--- src/rtl/fetch_pkg.sv ---
// Shared types and constants for the PC -> instruction-memory fetch port.
package fetch_pkg;

    typedef enum logic {
        IDLE = 1'b0,
        WAIT = 1'b1
    } fetch_state_t;

    localparam logic [31:0] NOP_INSTR = 32'h0000_0000;

endpackage

--- src/rtl/fetch_fifo.sv ---
// Circular buffer of fetched {pc, instruction} entries; clear empties it on the next edge.
module fetch_fifo #(
    parameter int DEPTH = 2,
    parameter int WIDTH = 64
) (
    input  logic                   clk,
    input  logic                   rst_n,
    input  logic                   clear,
    input  logic                   push,
    input  logic                   pop,
    input  logic [WIDTH-1:0]       wdata,
    output logic [WIDTH-1:0]       rdata,
    output logic                   full,
    output logic                   empty,
    output logic [$clog2(DEPTH):0] count
);
    localparam int PTR_W = $clog2(DEPTH);
    localparam int CNT_W = PTR_W + 1;

    logic [WIDTH-1:0] mem_q [DEPTH];
    logic [PTR_W-1:0] wr_ptr_q;
    logic [PTR_W-1:0] rd_ptr_q;
    logic [CNT_W-1:0] count_q;
    logic             do_pop;

    assign empty  = (count_q == '0);
    assign full   = (count_q == CNT_W'(DEPTH));
    assign count  = count_q;
    assign rdata  = mem_q[rd_ptr_q];
    assign do_pop = pop && !empty;

    // NOTE: storage is not reset; count_q gates visibility, so stale words are never presented.
    always_ff @(posedge clk) begin
        if (push && !clear) begin
            mem_q[wr_ptr_q] <= wdata;
        end
    end

    // NOTE: sequential state uses non-blocking assignments so every register sees pre-edge values.
    always_ff @(posedge clk or negedge rst_n) begin
        if (!rst_n) begin
            wr_ptr_q <= '0;
            rd_ptr_q <= '0;
            count_q  <= '0;
        end else if (clear) begin
            wr_ptr_q <= '0;
            rd_ptr_q <= '0;
            count_q  <= '0;
        end else begin
            if (push) begin
                wr_ptr_q <= wr_ptr_q + PTR_W'(1);
            end
            if (do_pop) begin
                rd_ptr_q <= rd_ptr_q + PTR_W'(1);
            end
            count_q <= count_q + CNT_W'(push) - CNT_W'(do_pop);
        end
    end

endmodule

--- src/rtl/imem_fetch_port.sv ---
// Fetch port: issues PC-stage addresses to a variable-latency SRAM and buffers returned
// words with their PC for the ID stage; handles flush squashing and SRAM timeout.
module imem_fetch_port
    import fetch_pkg::*;
#(
    parameter int ADDR_W     = 32,
    parameter int DATA_W     = 32,
    parameter int FIFO_DEPTH = 2,
    parameter int MAX_LAT    = 15
) (
    input  logic              clk,
    input  logic              rst_n,
    input  logic              fetch_req,
    input  logic [ADDR_W-1:0] fetch_pc,
    input  logic              flush,
    input  logic              id_stall,
    output logic              sram_req,
    output logic [ADDR_W-1:0] sram_addr,
    input  logic              sram_ack,
    input  logic [DATA_W-1:0] sram_rdata,
    output logic              pc_accept,
    output logic              fetch_busy,
    output logic              instr_valid,
    output logic [DATA_W-1:0] instr,
    output logic [ADDR_W-1:0] instr_pc,
    output logic              fetch_err
);
    localparam int CNT_W = $clog2(FIFO_DEPTH) + 1;
    localparam int LAT_W = $clog2(MAX_LAT + 1);
    localparam int ENT_W = ADDR_W + DATA_W;
    localparam logic [CNT_W-1:0] DEPTH_C   = CNT_W'(FIFO_DEPTH);
    localparam logic [LAT_W-1:0] MAX_LAT_C = LAT_W'(MAX_LAT);

    fetch_state_t      state_q, state_d;
    logic              sram_req_q, sram_req_d;
    logic [ADDR_W-1:0] sram_addr_q, sram_addr_d;
    logic              discard_q, discard_d;
    logic [LAT_W-1:0]  lat_cnt_q, lat_cnt_d;
    logic              fetch_err_q, fetch_err_d;

    logic              accept;
    logic              room;
    logic              room_reissue;
    logic [LAT_W-1:0]  lat_next;
    logic [ADDR_W-1:0] aligned_pc;

    logic              fifo_push;
    logic              fifo_pop;
    logic              fifo_full;
    logic              fifo_empty;
    logic [CNT_W-1:0]  fifo_count;
    logic [ENT_W-1:0]  fifo_rdata;

    assign fifo_push    = (state_q == WAIT) && sram_ack && !discard_q && !flush;
    assign fifo_pop     = instr_valid && !id_stall;
    assign room         = (fifo_count + CNT_W'(state_q == WAIT)) < DEPTH_C;
    // On an ack the in-flight slot becomes a FIFO entry, or disappears if the word is dropped.
    assign room_reissue = (fifo_count + CNT_W'(fifo_push)) < DEPTH_C;
    assign lat_next     = lat_cnt_q + LAT_W'(1);
    assign aligned_pc   = fetch_pc & ~ADDR_W'(3);

    // NOTE: every next-state signal takes its default first, so no path can infer a latch.
    always_comb begin
        state_d     = state_q;
        sram_req_d  = sram_req_q;
        sram_addr_d = sram_addr_q;
        discard_d   = discard_q;
        lat_cnt_d   = lat_cnt_q;
        fetch_err_d = fetch_err_q;
        accept      = 1'b0;
        unique case (state_q)
            IDLE: begin
                if (fetch_req && !flush && room) begin
                    accept      = 1'b1;
                    sram_req_d  = 1'b1;
                    sram_addr_d = aligned_pc;
                    lat_cnt_d   = '0;
                    state_d     = WAIT;
                end
            end
            WAIT: begin
                if (sram_ack) begin
                    discard_d = 1'b0;
                    if (fetch_req && !flush && room_reissue) begin
                        accept      = 1'b1;
                        sram_addr_d = aligned_pc;
                        lat_cnt_d   = '0;
                    end else begin
                        sram_req_d = 1'b0;
                        state_d    = IDLE;
                    end
                end else if (lat_next == MAX_LAT_C) begin
                    fetch_err_d = 1'b1;
                    sram_req_d  = 1'b0;
                    discard_d   = 1'b0;
                    lat_cnt_d   = '0;
                    state_d     = IDLE;
                end else begin
                    discard_d = discard_q || flush;
                    lat_cnt_d = lat_next;
                end
            end
            default: state_d = IDLE;
        endcase
    end

    always_ff @(posedge clk or negedge rst_n) begin
        if (!rst_n) begin
            state_q     <= IDLE;
            sram_req_q  <= 1'b0;
            sram_addr_q <= '0;
            discard_q   <= 1'b0;
            lat_cnt_q   <= '0;
            fetch_err_q <= 1'b0;
        end else begin
            state_q     <= state_d;
            sram_req_q  <= sram_req_d;
            sram_addr_q <= sram_addr_d;
            discard_q   <= discard_d;
            lat_cnt_q   <= lat_cnt_d;
            fetch_err_q <= fetch_err_d;
        end
    end

    fetch_fifo #(
        .DEPTH (FIFO_DEPTH),
        .WIDTH (ENT_W)
    ) u_fifo (
        .clk   (clk),
        .rst_n (rst_n),
        .clear (flush),
        .push  (fifo_push),
        .pop   (fifo_pop),
        .wdata ({sram_addr_q, sram_rdata}),
        .rdata (fifo_rdata),
        .full  (fifo_full),
        .empty (fifo_empty),
        .count (fifo_count)
    );

    a_no_push_when_full: assert property (@(posedge clk) disable iff (!rst_n)
        !(fifo_push && fifo_full && !fifo_pop));

    // Handshake outputs are held low while reset is asserted, whatever the PC stage drives.
    assign pc_accept   = rst_n && accept;
    assign fetch_busy  = rst_n && fetch_req && !accept;
    assign instr_valid = !fifo_empty;
    assign instr       = instr_valid ? fifo_rdata[DATA_W-1:0] : DATA_W'(NOP_INSTR);
    assign instr_pc    = instr_valid ? fifo_rdata[ENT_W-1:DATA_W] : '0;
    assign sram_req    = sram_req_q;
    assign sram_addr   = sram_addr_q;
    assign fetch_err   = fetch_err_q;

endmodule

--- config.mk ---
export PLATFORM = sky130hd
export DESIGN_NAME = imem_fetch_port
export DESIGN_NICKNAME = d
export VERILOG_FILES = /design/src/rtl/fetch_pkg.sv /design/src/rtl/fetch_fifo.sv /design/src/rtl/imem_fetch_port.sv
export SDC_FILE = /design/constraint.sdc
export NUM_CORES = 1
export LEC_CHECK = 0
export CAP_MARGIN = 40
export CORE_ASPECT_RATIO = 0.7
export CORE_UTILIZATION = 44
export DETAILED_ROUTE_END_ITERATION = 6
export GPL_TIMING_DRIVEN = 0
export PLACE_DENSITY = 0.87
export SYNTH_ARGS = -nofsm -noshare
export SYNTH_HDL_FRONTEND = slang
export SYNTH_SLANG_ARGS = --single-unit
--- constraint.sdc ---
create_clock -name clk -period 4.85 [get_ports clk]
set_input_delay 0.97 -clock clk [delete_from_list [all_inputs] [get_ports clk]]
set_output_delay 0.97 -clock clk [all_outputs]
set_load 0.02 [all_outputs]
# After elaboration in Yosys (flattened, before gate mapping)
# Memories as Yosys holds them, arrays and structs flattened.
# Index checks and enable logic that the tools add are counted.
[word_totals]
register_bits = 44
ram_bits = 128
in_bits = 70
out_inout_bits = 101
word_cells = 84
memories = 1
[mem_list]
columns = ["memory", "depth", "word_bits", "rd", "rd_clocked_by_memory_dff", "wr", "line", "source"]
rows = [
  ["u_fifo.mem_q", 2, 64, 1, 0, 1, "fetch_fifo.sv:20", "logic [WIDTH-1:0] mem_q [DEPTH];"],
]
[classes]
add_sub_neg = 6
n_lt_le_gt_ge = 2
eq_ne = 7
muxes = 32
n_bitwise = 2
n_reduce_logical = 25
[op_table]
columns = ["operator", "count"]
rows = [
  ["$mux W32", 5],
  ["$pmux W32 S2", 1],
  ["$mux W1", 17],
  ["$mux W4", 4],
  ["$logic_and A1 B1 Y1", 12],
  ["$reduce_and A3 Y1", 3],
  ["$pmux W4 S2", 1],
  ["$ne A3 B2 Y1 const B", 2],
  ["$pmux W1 S2", 3],
  ["$logic_not A1 Y1", 5],
  ["$add A2 B1 Y2", 2],
  ["$add A4 B1 Y4 const B", 1],
  ["$eq A4 B4 Y1 const B", 1],
  ["$lt A2 B2 Y1 const B", 2],
  ["$ne A2 B2 Y1 const B", 2],
  ["$reduce_bool A2 Y1", 2],
  ["$ne A3 B3 Y1 const B", 1],
  ["$add A1 B1 Y1 const B", 2],
  ["$logic_not A2 Y1", 1],
  ["$mux W2", 1],
  ["$ne A2 B1 Y1 const B", 1],
  ["$not A1 Y1", 2],
  ["$reduce_and A2 Y1", 1],
  ["$sub A2 B1 Y2", 1],
  ["$logic_or A1 B1 Y1", 1],
]

# Logic depth before layout (Yosys ltp)
# Gate-level depths: netlist of run 1.
[depth]
depth_word = 11
depth_mapped = 9

# Cells and area by module
# Synthesis of run 1 repeated with hierarchy kept, for this count alone.
[unflattened]
hier_cells = 421
area_unflattened_um2 = 7133.1
[by_module_without_submodules]
columns = ["mod", "instances", "cells_per_inst", "area_per_inst_um2", "seq_area_each_um2"]
rows = [
  ["fetch_fifo", 1, 220, 4863.4, 3943.8],
  ["imem_fetch_port", 1, 201, 2269.7, 950.9],
]

# Least setup slack after synthesis of run 1
# Ideal clock, no wire load.
[synth_path]
path_type = "input -> register"
start = "input port flush"
end = "memory u_fifo.mem_q[0][0] (enable)"
t_arrival_ns = 5.387
required_time_ns = 4.291
path_slack_ns = -1.096
path_stages = 2
path_buffers = 1
path_cell_list = "buf_2 nor3_1"
[synth_via]
elab_chain_cells = 5
[synth_lines]
columns = ["element", "line", "source"]
rows = [
  ["from (decl)", "imem_fetch_port.sv:15", "input logic flush,"],
  ["$logic_not A1 Y1 (*)", "fetch_fifo.sv:34, imem_fetch_port.sv:54", ""],
  ["$logic_and A1 B1 Y1", "imem_fetch_port.sv:54", "assign fifo_push = (state_q == WAIT) && sram_ack && !discard_q && !flush;"],
  ["$logic_and A1 B1 Y1 (*)", "fetch_fifo.sv:34", "if (push && !clear) begin"],
  ["$mux W1 (*)", "fetch_fifo.sv:34", ""],
  ["$mux W1 (implied by the code) (*)", "fetch_fifo.sv:35", "mem_q[wr_ptr_q] <= wdata;"],
  ["to (decl)", "fetch_fifo.sv:20", ""],
]
# Every way passes the cells marked *; elsewhere a longest branch is shown, timed or not.

# Worst setup path after layout of run 1
[layout_path]
start = "input port sram_ack"
end = "output port fetch_busy"
[layout_via]
elab_chain_cells = 11
[layout_lines]
columns = ["element", "line", "source"]
rows = [
  ["from (decl)", "imem_fetch_port.sv:19", "input logic sram_ack,"],
  ["$logic_and A1 B1 Y1 (3 in series)", "imem_fetch_port.sv:54", ""],
  ["$add A2 B1 Y2", "imem_fetch_port.sv:58", "assign room_reissue = (fifo_count + CNT_W'(fifo_push)) < DEPTH_C;"],
  ["$lt A2 B2 Y1", "imem_fetch_port.sv:58", ""],
  ["$logic_and A1 B1 Y1", "imem_fetch_port.sv:84", "if (fetch_req && !flush && room_reissue) begin"],
  ["$mux W1", "imem_fetch_port.sv:84", ""],
  ["$mux W1 (*)", "imem_fetch_port.sv:82", "if (sram_ack) begin"],
  ["$pmux W1 S2 (*)", "imem_fetch_port.sv:71", "unique case (state_q)"],
  ["$logic_not A1 Y1 (*)", "imem_fetch_port.sv:146", "assign fetch_busy = rst_n && fetch_req && !accept;"],
  ["$logic_and A1 B1 Y1 (*)", "imem_fetch_port.sv:146", ""],
  ["to (decl)", "imem_fetch_port.sv:22", "output logic fetch_busy,"],
]
# Marks and branches as above.

==> results of run 1 <==
[worst max-delay path, stage by stage]
cell	delay [ns]
sky130_fd_sc_hd__clkdlybuf4s50_1	0.61
sky130_fd_sc_hd__nand3b_1	0.22
sky130_fd_sc_hd__nor2_1	0.20
sky130_fd_sc_hd__ha_1	0.28
sky130_fd_sc_hd__a21oi_2	0.11
sky130_fd_sc_hd__o221ai_4	0.20
sky130_fd_sc_hd__buf_6	0.20
sky130_fd_sc_hd__and3_1	0.18
sky130_fd_sc_hd__clkdlybuf4s50_1	0.62
[cells by family after synthesis]
group / synth area share [%]
buf+inv: 2.61
flops: 72.6
compound gates: 1.81
simple gates: 6.39
xor+xnor: 0.666
fa+ha+maj: 0.761
other cells: 0.0570
mux: 15.1
[flip-flops by register name, summed over array words and instances (netlist names)]
| name | count |
|---|---|
| state_q | 1 |
| sram_req | 1 |
| lat_cnt_q | 4 |
| u_fifo.mem_q | 124 |
| u_fifo.count | 2 |
| u_fifo.wr_ptr_q | 1 |
| discard_q | 1 |
| fetch_err | 1 |
| u_fifo.rd_ptr_q | 1 |
| sram_addr | 30 |
[power by group]
group          switching [µW]  total [µW]  internal, µW  leakage [µW]
clock                     530        1250           717      0.000264
combinational            1140        2190          1050       0.00139
sequential                180        1990          1810       0.00163
[final cells by class]
type / instances / area share, %
clock inverter: 12 / 1.12
inverter: 7 / 0.288
buffer: 23 / 1.59
sequential: 166 / 52.3
clock buffer: 20 / 4.90
tap: 190 / 2.61
timing repair buffer: 171 / 19.0
multi-input combinational: 214 / 18.2
[synth_stat cells (all sizes together), types with 2 or more instances]
library cell	number	area, µm²
xor2	3	26.3
clkbuf	6	22.5
buf	17	123
nand3	6	30.0
nand4b	2	17.5
and3	2	17.5
xnor2	2	17.5
o21ai	2	10.0
nor2b	2	15.0
o2bb2ai	2	17.5
edfxtp	124	3720
ha	4	50.1
a21oi	3	18.8
dfrtp	42	1050
nor2	71	267
mux2i	62	621
mux2	30	375
inv	7	26.3
and2	2	12.5
nand2	4	15.0
[stage by stage]
step                      cell area (µm²)  setup TNS [ns]  hold WS [ns]
after global placement               8460          -68.23         0.443
after global routing                 9120               0         0.491
after CTS                            9110               0         0.464
after floorplan                      6600               0         0.482
after detailed placement             8560               0         0.445
final                                9120               0         0.462
[layer usage]
metal	up-vias	global-route usage, %
met2	160	30.1
met1	1889	23.2
met3	21	6.27
met5	-	0
met4	0	7.14
li1	1862	-
[what timing repair did]
action / CTS / global route
setup endpoints to repair: 0 / 1
setup buffers: 0 / 2
resized for setup: 0 / 0
hold endpoints to repair: 0 / 0
hold buffers: 0 / 0
[how the worst max path moves through the flow]
| stage | start | end | slack [ns] | cells after the start |
|---|---|---|---|---|
| finish | sram_ack | fetch_busy | 0.29 | 9 |
| global route | sram_ack | fetch_busy | 0.13 | 9 |
| CTS | sram_ack | fetch_busy | 0.12 | 9 |
| detailed placement | sram_ack | fetch_busy | 0.14 | 9 |
| global placement | sram_ack | u_fifo.mem_q[0][5] | -1.10 | 3 |
| floorplan | flush | u_fifo.mem_q[0][0] | 0.80 | 2 |
==> impl_results.md, run 1 <==
- Worst-case register-to-register setup slack: between 2 and 3 ns
- Min-Delay Startpoint: fetch_err
- Worst min-delay path endpoint: fetch_err
- Number of placed I/O pins: about 170
- Most used flip-flop cell after synthesis: sky130_fd_sc_hd__edfxtp_1
- Pre-Repair DR Iteration Count: 4
- Drt wl/cell: between 15 and 20 µm
- Net total in the final layout: between 600 and 700
- Multi-input combinational cell area: 1660 µm²
- Top metal layer carrying routed signals: met4
- Dpl hpwl: about 9500 µm
- Post-route DRC violation count: 0
- Sum of overflow across all layers after global routing: 0
- Clock tree skew after final layout: between 0.007 and 0.008 ns
- Clock insertion delay at the later pin of the skew report: ~0.42 ns
- Power Density: approximately 600 nW/µm²
- Reported max-cap violation count: 0
- #FFs+latches synth: between 150 and 200
- Synthesis Warnings: 0
- Via count: 3932
- CP Data Arrival Time: 3.59 ns
- Capture instance of the worst register-to-register path: sram_addr[14]
- Clock tree from TritonCTS: done
- Type of the tightest min-delay check: flop to flop
- Critical Path Sink Type: output port
- Root Buffer: sky130_fd_sc_hd__clkbuf_16
- Number of cells after detailed placement: between 700 and 800
- Relative slew slack: about two fifths
- Num CTS Buffers: 17
- Vias in the first global route: slightly above 4000
- Final setup violation count: 0
- Transition at the pin with the smallest max-transition slack: 0.875 ns
- Worst EP required: slightly below 4 ns
- Wire length of the first global-routing pass: 21500 µm
- Die Ht: between 100 and 150 µm
- Worst IR drop on VDD: approximately 380 µV
- Initial Util: 46.2%
- Met3 wire length: around 1200 µm
- WL met2: ~6500 µm
- Total design power: between 5000 and 6000 µW
- Clk sink count: roughly 170
- Max-slew violations: 0
- Maximum net fanout on the critical path: 10
- Total global-route track usage: 18.7%
- Share of flip-flops with an asynchronous set or reset: between 20% and 30%
- Portion of the post-synthesis area used by sequential elements: 72.6%
- Count of flip-flops with a built-in enable after synthesis: ~120
- RR Startpoint: state_q
- Critical path startpoint category: primary input
- Most common cell after layout, fill and taps aside: sky130_fd_sc_hd__clkdlybuf4s50_1
- Final min period: between 4 and 5 ns
- Area taken by flip-flops and latches: 4770 µm²
- Cell area after synthesis: 6580 µm²
- Unrepaired setup endpoints after global routing: no
- Pin count of the biggest net entering global routing: 63
- Clock transition at path regs: 0.06 ns
- Average cell area after synthesis: around 16 µm²
- Static leakage: about 0.0033 µW
- Vias/cell: slightly below 5
- Row Count: 36
- Fin crit share: 94.1%
- Initial antenna violation count: 0
- Final routed wirelength across all metal layers: between 10000 and 15000 µm
- Full die area: ~15000 µm²
- Post-route ant nets: 0
- Floorplan Core Area: ~14000 µm²
- Number of distinct library cells after synthesis: 40
- Highest-count cells in the layout ignoring fill and taps: sky130_fd_sc_hd__clkdlybuf4s50_1, sky130_fd_sc_hd__edfxtp_1, sky130_fd_sc_hd__nor2_1
- Total inserted antenna cells: 0
- Minimum setup slack after placement: around 0.14 ns
- Count of buffers inserted at the top-level ports: about 160
- Detailed-routing wirelength on met1: 5730 µm
- Util after Layout: between 60 and 70%
- Detailed router's first-iteration violation count: around 180
- Layout area overhead: 38.7%
- H-tree level count: 4
- Status: complete, no violations
- Die width: about 150 µm
- R2r worst-path depth: 9
- Count of mapped cells out of synthesis: 407
- Filler instances: just over 1000
- Max Fclk: 219 MHz
- Final setup margin: 0.285 ns
- Final weighted congestion in routability-driven placement: 0.789
- Critical path class: primary input to output port
- Hold path cells: 1
- Number of buffers between clock root and the deepest sink: 2
- Fraction of layout cells with a size suffix above 1: 15.0%
- Hold violation total from the final report: 0
- Number of cells in the finished layout apart from fillers: between 800 and 900
Power figures use the tool's default switching activity.
==> run 2, diff against run 1 <==
--- a/config.mk
+++ b/config.mk
@@ -7,10 +7,12 @@
 export LEC_CHECK = 0
 export CAP_MARGIN = 40
 export CORE_ASPECT_RATIO = 0.7
-export CORE_UTILIZATION = 44
+export CORE_UTILIZATION = 46
+export CTS_BUF_LIST = sky130_fd_sc_hd__clkbuf_4
 export DETAILED_ROUTE_END_ITERATION = 6
 export GPL_TIMING_DRIVEN = 0
-export PLACE_DENSITY = 0.87
+export MAX_ROUTING_LAYER = met4
+export PLACE_DENSITY = 0.9
 export SYNTH_ARGS = -nofsm -noshare
 export SYNTH_HDL_FRONTEND = slang
 export SYNTH_SLANG_ARGS = --single-unit
==> impl_results.md, run 2 (synthesized netlist as in run 1, its figures left out) <==
- Filler instances: 1009 (-1.9%)
- CTS-repair resized insts: 0 (unchanged)
- Fraction of layout cells with a size suffix above 1: 15.5% (+0.49 points)
- Total global-route track usage: 19.9% (+1.2 points)
- Area taken by flip-flops and latches: 4770 µm² (unchanged)
- Max-slew violations: 0 (unchanged)
- Multi-input combinational cell area: 1660 µm² (unchanged)
- Full die area: 14800 µm² (-4.3%)
- Clock tree skew after final layout: 0.0277 ns (+0.0205 ns)
- Clock insertion delay at the later pin of the skew report: 0.55 ns (+0.13 ns)
- Static leakage: 0.00317 µW (-3.4%)
- Vias in the first global route: 4083 (-0.71%)
- Final routed wirelength across all metal layers: 13600 µm (-0.26%)
- Number of placed I/O pins: 171 (unchanged)
- Row Count: 36 (unchanged)
- Maximum net fanout on the critical path: 10 (unchanged)
- Post-route ant nets: 0 (unchanged)
- Highest-count cells in the layout ignoring fill and taps: sky130_fd_sc_hd__clkdlybuf4s50_1, sky130_fd_sc_hd__edfxtp_1, sky130_fd_sc_hd__nor2_1
- Total design power: 4960 µW (-8.7%)
- Minimum setup slack after placement: 0.162 ns (+0.0220 ns)
- Worst hold-check slack: 0.404 ns (-0.0582 ns)
- Count of buffers inserted at the top-level ports: 163 (unchanged)
- Clk sink count: 166 (unchanged)
- Post-route DRC violation count: 0 (unchanged)
- # hold bufs at CTS: 0 (unchanged)
- Drt wl/cell: 17.0 µm (-0.26%)
- Relative slew slack: 40.9% (-0.82 points)
- Unrepaired setup endpoints after global routing: no
- Origin of the worst setup path: sram_ack
- Sum of overflow across all layers after global routing: 0 (unchanged)
- Initial Util: 47.3% (+1.0 points)
- Floorplan Core Area: 13900 µm² (-2.2%)
- Status: complete, no violations
- Initial antenna violation count: 0 (unchanged)
- Die Ht: 102 µm (-2.2%)
- Reported max-cap violation count: 0 (unchanged)
- Final setup margin: 0.227 ns (-0.0584 ns)
- Critical path startpoint category: primary input
- Vias/cell: 4.97 (+1.5%)
- Dpl hpwl: 9490 µm (+0.21%)
- Critical path class: primary input to output port
- Root Buffer: sky130_fd_sc_hd__clkbuf_4
- Net total in the final layout: 674 (unchanged)
- Hold violation total from the final report: 0 (unchanged)
- Layout area overhead: 34.7%
- Max Fclk: 216 MHz (-1.3%)
- Pin count of the biggest net entering global routing: 63 (unchanged)
- Detailed router's first-iteration violation count: 155 (-14%)
- Max reg flops: 124 (unchanged)
- RR Startpoint: state_q
- Post-CTS Repair Setup Buffers: 0 (unchanged)
- Fin crit share: 95.3% (+1.2 points)
- CP Data Arrival Time: 3.65 ns (+0.06 ns)
- Worst EP required: 3.88 ns (about the same)
- Pre-Repair DR Iteration Count: 4 (unchanged)
- Number of cells in the finished layout apart from fillers: 803 (unchanged)
- Type of the tightest min-delay check: primary input to asynchronous set/reset pin
- H-tree level count: 4 (unchanged)
- Worst IR drop on VDD: 452 µV (+19%)
- Power Density: 559 nW/µm² (-6.0%)
- Final setup violation count: 0 (unchanged)
- Transition at the pin with the smallest max-transition slack: 0.887 ns (+0.0123 ns)
- Clock tree from TritonCTS: done
- Register with the most flip-flops: u_fifo.mem_q
- Final min period: 4.62 ns (+0.0584 ns)
- Via count: 3990 (+1.5%)
- Clock transition at path regs: 0.12 ns (+0.06 ns)
- Num CTS Buffers: 17 (unchanged)
- Final weighted congestion in routability-driven placement: 0.783 (-0.76%)
- Wire length of the first global-routing pass: 21200 µm (-1.3%)
- Number of buffers between clock root and the deepest sink: 2 (unchanged)
- Number of cells after detailed placement: 768 (-0.13%)
- Die width: 145 µm (-2.2%)
- Most common cell after layout, fill and taps aside: sky130_fd_sc_hd__clkdlybuf4s50_1
- Total inserted antenna cells: 0 (unchanged)
- Critical Path Sink Type: output port
- Util after Layout: 63.7% (-0.42 points)
==> run 2: final cells by class <==
type | instances | share of cell area (%)
multi-input combinational | 214 | 18.7
buffer | 23 | 1.64
clock inverter | 10 | 1.26
tap | 190 | 2.68
clock buffer | 22 | 1.86
sequential | 166 | 53.9
timing repair buffer | 171 | 19.7
inverter | 7 | 0.296
==> run 2: final timing paths <==
kind                            endpoint  slack, ns  depth (start not counted)
setup / recovery              fetch_busy       0.23                          9
hold / removal             sram_addr[20]       0.40                          1
setup reg to reg           sram_addr[17]       2.53                          9
hold reg to reg                fetch_err       0.47                          1
max in group asynchronous      discard_q       3.92                          2
min in group clk               fetch_err       0.47                          1
==> run 2: power breakdown <==
group | total, µW | internal (µW) | switching (µW)
logic | 2190 | 1060 | 1140
clock network | 782 | 331 | 451
registers | 1980 | 1810 | 176
==> run 2: worst max-delay path: stages <==
cell	delay, ns
sky130_fd_sc_hd__clkdlybuf4s50_1	0.64
sky130_fd_sc_hd__nand3b_1	0.22
sky130_fd_sc_hd__nor2_1	0.22
sky130_fd_sc_hd__ha_1	0.27
sky130_fd_sc_hd__a21oi_2	0.11
sky130_fd_sc_hd__o221ai_4	0.23
sky130_fd_sc_hd__buf_6	0.21
sky130_fd_sc_hd__and3_1	0.17
sky130_fd_sc_hd__clkdlybuf4s50_1	0.60
==> run 2: per-layer routing <==
layer / routed length (µm) / up-vias / share of wire [%] / global-route usage [%]
met2: 6700 / 142 / 49 / 32.7
met3: 904 / 13 / 6.6 / 6.03
li1: - / 1875 / - / -
met4: 150 / 0 / 1.1 / 6.71
met5: 0 / - / 0 / -
met1: 5870 / 1960 / 43 / 23.6
==> run 2: through the flow <==
step | instance area (µm²) | setup TNS [ns]
after global placement | 8460 | -61.37
after global routing | 8860 | 0
after floorplan | 6600 | 0
after CTS | 8840 | 0
after detailed placement | 8560 | 0
final | 8860 | 0
==> run 3, diff against run 2 <==
--- a/config.mk
+++ b/config.mk
@@ -5,7 +5,7 @@
 export SDC_FILE = /design/constraint.sdc
 export NUM_CORES = 1
 export LEC_CHECK = 0
-export CAP_MARGIN = 40
+export CAP_MARGIN = 20
 export CORE_ASPECT_RATIO = 0.7
 export CORE_UTILIZATION = 46
 export CTS_BUF_LIST = sky130_fd_sc_hd__clkbuf_4
@@ -16,3 +16,4 @@
 export SYNTH_ARGS = -nofsm -noshare
 export SYNTH_HDL_FRONTEND = slang
 export SYNTH_SLANG_ARGS = --single-unit
+export TNS_END_PERCENT = 10
==> impl_results.md, run 3 (synthesized netlist as in run 1, its figures left out) <==
- Reported max-cap violation count: 0 (unchanged)
- Worst IR drop on VDD: 368 µV (-19%)
- Clock tree skew after final layout: 0.0273 ns (-0.000436 ns)
- Number of buffers between clock root and the deepest sink: 2 (unchanged)
- Critical Path Sink Type: output port
- Clock tree from TritonCTS: done
- Pin count of the biggest net entering global routing: 63 (unchanged)
- Vias in the first global route: 3981 (-2.5%)
- Unrepaired setup endpoints after global routing: no
- Total inserted antenna cells: 0 (unchanged)
- Count of buffers inserted at the top-level ports: 163 (unchanged)
- Fraction of layout cells with a size suffix above 1: 15.3% (-0.16 points)
- Critical path class: primary input to output port
- Clock transition at path regs: 0.13 ns (about the same)
- Type of the tightest min-delay check: primary input to asynchronous set/reset pin
- Final setup violation count: 0 (unchanged)
- Number of cells in the finished layout apart from fillers: 803 (unchanged)
- Die Ht: 102 µm (unchanged)
- Wire length of the first global-routing pass: 20700 µm (-2.4%)
- Final weighted congestion in routability-driven placement: 0.783 (unchanged)
- Post-route DRC violation count: 0 (unchanged)
- Register with the most flip-flops: u_fifo.mem_q
- Sum of overflow across all layers after global routing: 0 (unchanged)
- Net total in the final layout: 674 (unchanged)
- Clk sink count: 166 (unchanged)
- Row Count: 36 (unchanged)
- Dpl hpwl: 9310 µm (-1.9%)
- Detailed router's first-iteration violation count: 173 (+12%)
- Number of placed I/O pins: 171 (unchanged)
- Layout area overhead: 35.0%
- Transition at the pin with the smallest max-transition slack: 0.887 ns (-0.000257 ns)
- Pre-Repair DR Iteration Count: 4 (unchanged)
- Final routed wirelength across all metal layers: 13300 µm (-2.0%)
- Final min period: 4.60 ns (-0.0210 ns)
- Maximum cell stage delay along the critical path: 0.64 ns (about the same)
- Critical path depth in cells: 9 (unchanged)
- Status: complete, no violations
- Maximum net fanout on the critical path: 10 (unchanged)
- Critical path startpoint category: primary input
- Floorplan Core Area: 13900 µm² (unchanged)
- Clock insertion delay at the later pin of the skew report: 0.56 ns (about the same)
- R2r worst-path depth: 9 (unchanged)
- Vias/cell: 4.88 (-1.8%)
- Cell family contributing the most delay on the critical path: buffers and inverters
- Die width: 145 µm (unchanged)
- Max reg flops: 124 (unchanged)
- Initial antenna violation count: 0 (unchanged)
- Relative slew slack: 40.9% (about the same)
- Most used cell along the critical path: sky130_fd_sc_hd__clkdlybuf4s50_1
- Max-slew violations: 0 (unchanged)
- CP Data Arrival Time: 3.63 ns (-0.02 ns)
- Number of cells after detailed placement: 767 (-0.13%)
- Max Fclk: 217 MHz (+0.46%)
- # hold bufs at CTS: 0 (unchanged)
- Highest-count cells in the layout ignoring fill and taps: sky130_fd_sc_hd__clkdlybuf4s50_1, sky130_fd_sc_hd__edfxtp_1, sky130_fd_sc_hd__nor2_1
- H-tree level count: 4 (unchanged)
- Setup TNS after final layout: 0 ns (unchanged)
- Num CTS Buffers: 17 (unchanged)
- Root Buffer: sky130_fd_sc_hd__clkbuf_4
- Worst EP required: 3.88 ns (about the same)
- Full die area: 14800 µm² (unchanged)
- Static leakage: 0.00318 µW (+0.23%)
- Critical path's slowest cell: sky130_fd_sc_hd__clkdlybuf4s50_1
- Total global-route track usage: 19.4% (-0.44 points)
- Post-route ant nets: 0 (unchanged)
- Most common cell after layout, fill and taps aside: sky130_fd_sc_hd__clkdlybuf4s50_1
- Cell-by-cell listing of the critical path: clkdlybuf4s50_1, nand3b_1, nor2_1, ha_1, a21oi_2, o221ai_4, buf_6, and3_1, clkdlybuf4s50_1
- Power Density: 560 nW/µm² (about the same)
- Drt wl/cell: 16.6 µm (-2.0%)
- Fin crit share: 94.9% (-0.43 points)
- Initial Util: 47.3% (unchanged)
- Worst Path Buf+Inv: 3 (unchanged)
- Via count: 3920 (-1.8%)
- Hold violation total from the final report: 0 (unchanged)
-- run 3: cell types whose count changed in the layout (fill, tap and decap cells not counted) --
cell                         delta
sky130_fd_sc_hd__buf_16         +1
sky130_fd_sc_hd__buf_8          -1
sky130_fd_sc_hd__clkbuf_4       -4
sky130_fd_sc_hd__clkinv_1       +1
sky130_fd_sc_hd__clkinv_2       -1
sky130_fd_sc_hd__clkinv_4       +1
sky130_fd_sc_hd__clkinvlp_4     -1
sky130_fd_sc_hd__inv_6          +3
sky130_fd_sc_hd__inv_8          +1
-- run 3: report_power, final --
| part | switching, µW | internal [µW] |
|---|---|---|
| sequential | 175 | 1810 |
| combinational | 1130 | 1060 |
| clock | 482 | 316 |
| total | 1790 | 3180 |
-- run 3: layout make-up --
type / count / area [µm²]
plain buffers: 23 / 145
clock buffers: 18 / 135
clock inverters: 14 / 149
fillers: 1010 / 5030
inverters: 7 / 26.3
multi-input cells: 214 / 1660
flip-flops and latches: 166 / 4770
well taps: 190 / 238
repair buffers: 171 / 1760
-- run 3: metrics by stage --
step	worst slack (ns)	power, µW	hold slack (ns)	area, µm²	util [%]
global route	0.109	5220	0.360	8880	63.8
detailed placement	0.125	4200	0.449	8570	61.5
global placement	-0.995	4120	0.451	8460	60.8
finish	0.248	4970	0.390	8880	63.8
CTS	0.126	5000	0.348	8850	63.6
floorplan	0.797	3170	0.482	6600	-
-- run 3: worst register-to-register path, delay by kind of cell, from the launching register on --
family	cells	cell delay [ns]
multiplexers	1	0.36
flip-flops	1	0.36
buffers and inverters	3	0.47
AO/OA/AOI/OAI	2	0.34
AND/OR/NAND/NOR	2	0.36
adder cells (fa/ha/maj)	1	0.27
-- run 3: per-layer routing --
metal,share of wire (%),vias to the layer above,routed length [µm],global-route usage (%)
li1,-,1875,-,-
met1,43,1890,5780,23.7
met2,48,144,6450,31.2
met3,7.6,11,1020,6.29
met4,0.73,0,97,5.65
met5,0,-,0,-
-- run 3: repair_timing --
action | in CTS | in global routing
buffers inserted | 0 | 3
setup endpoints to repair | 0 | 1
resized for setup | 0 | 0
-- run 3: final timing paths --
kind,from,end,slack (ns)
max in group asynchronous,rst_n,sram_addr[9],3.94
max,sram_ack,fetch_busy,0.25
min reg2reg,fetch_err,fetch_err,0.49
min in group clk,fetch_err,fetch_err,0.49
min,rst_n,sram_addr[27],0.39
max reg2reg,state_q,sram_addr[9],2.56
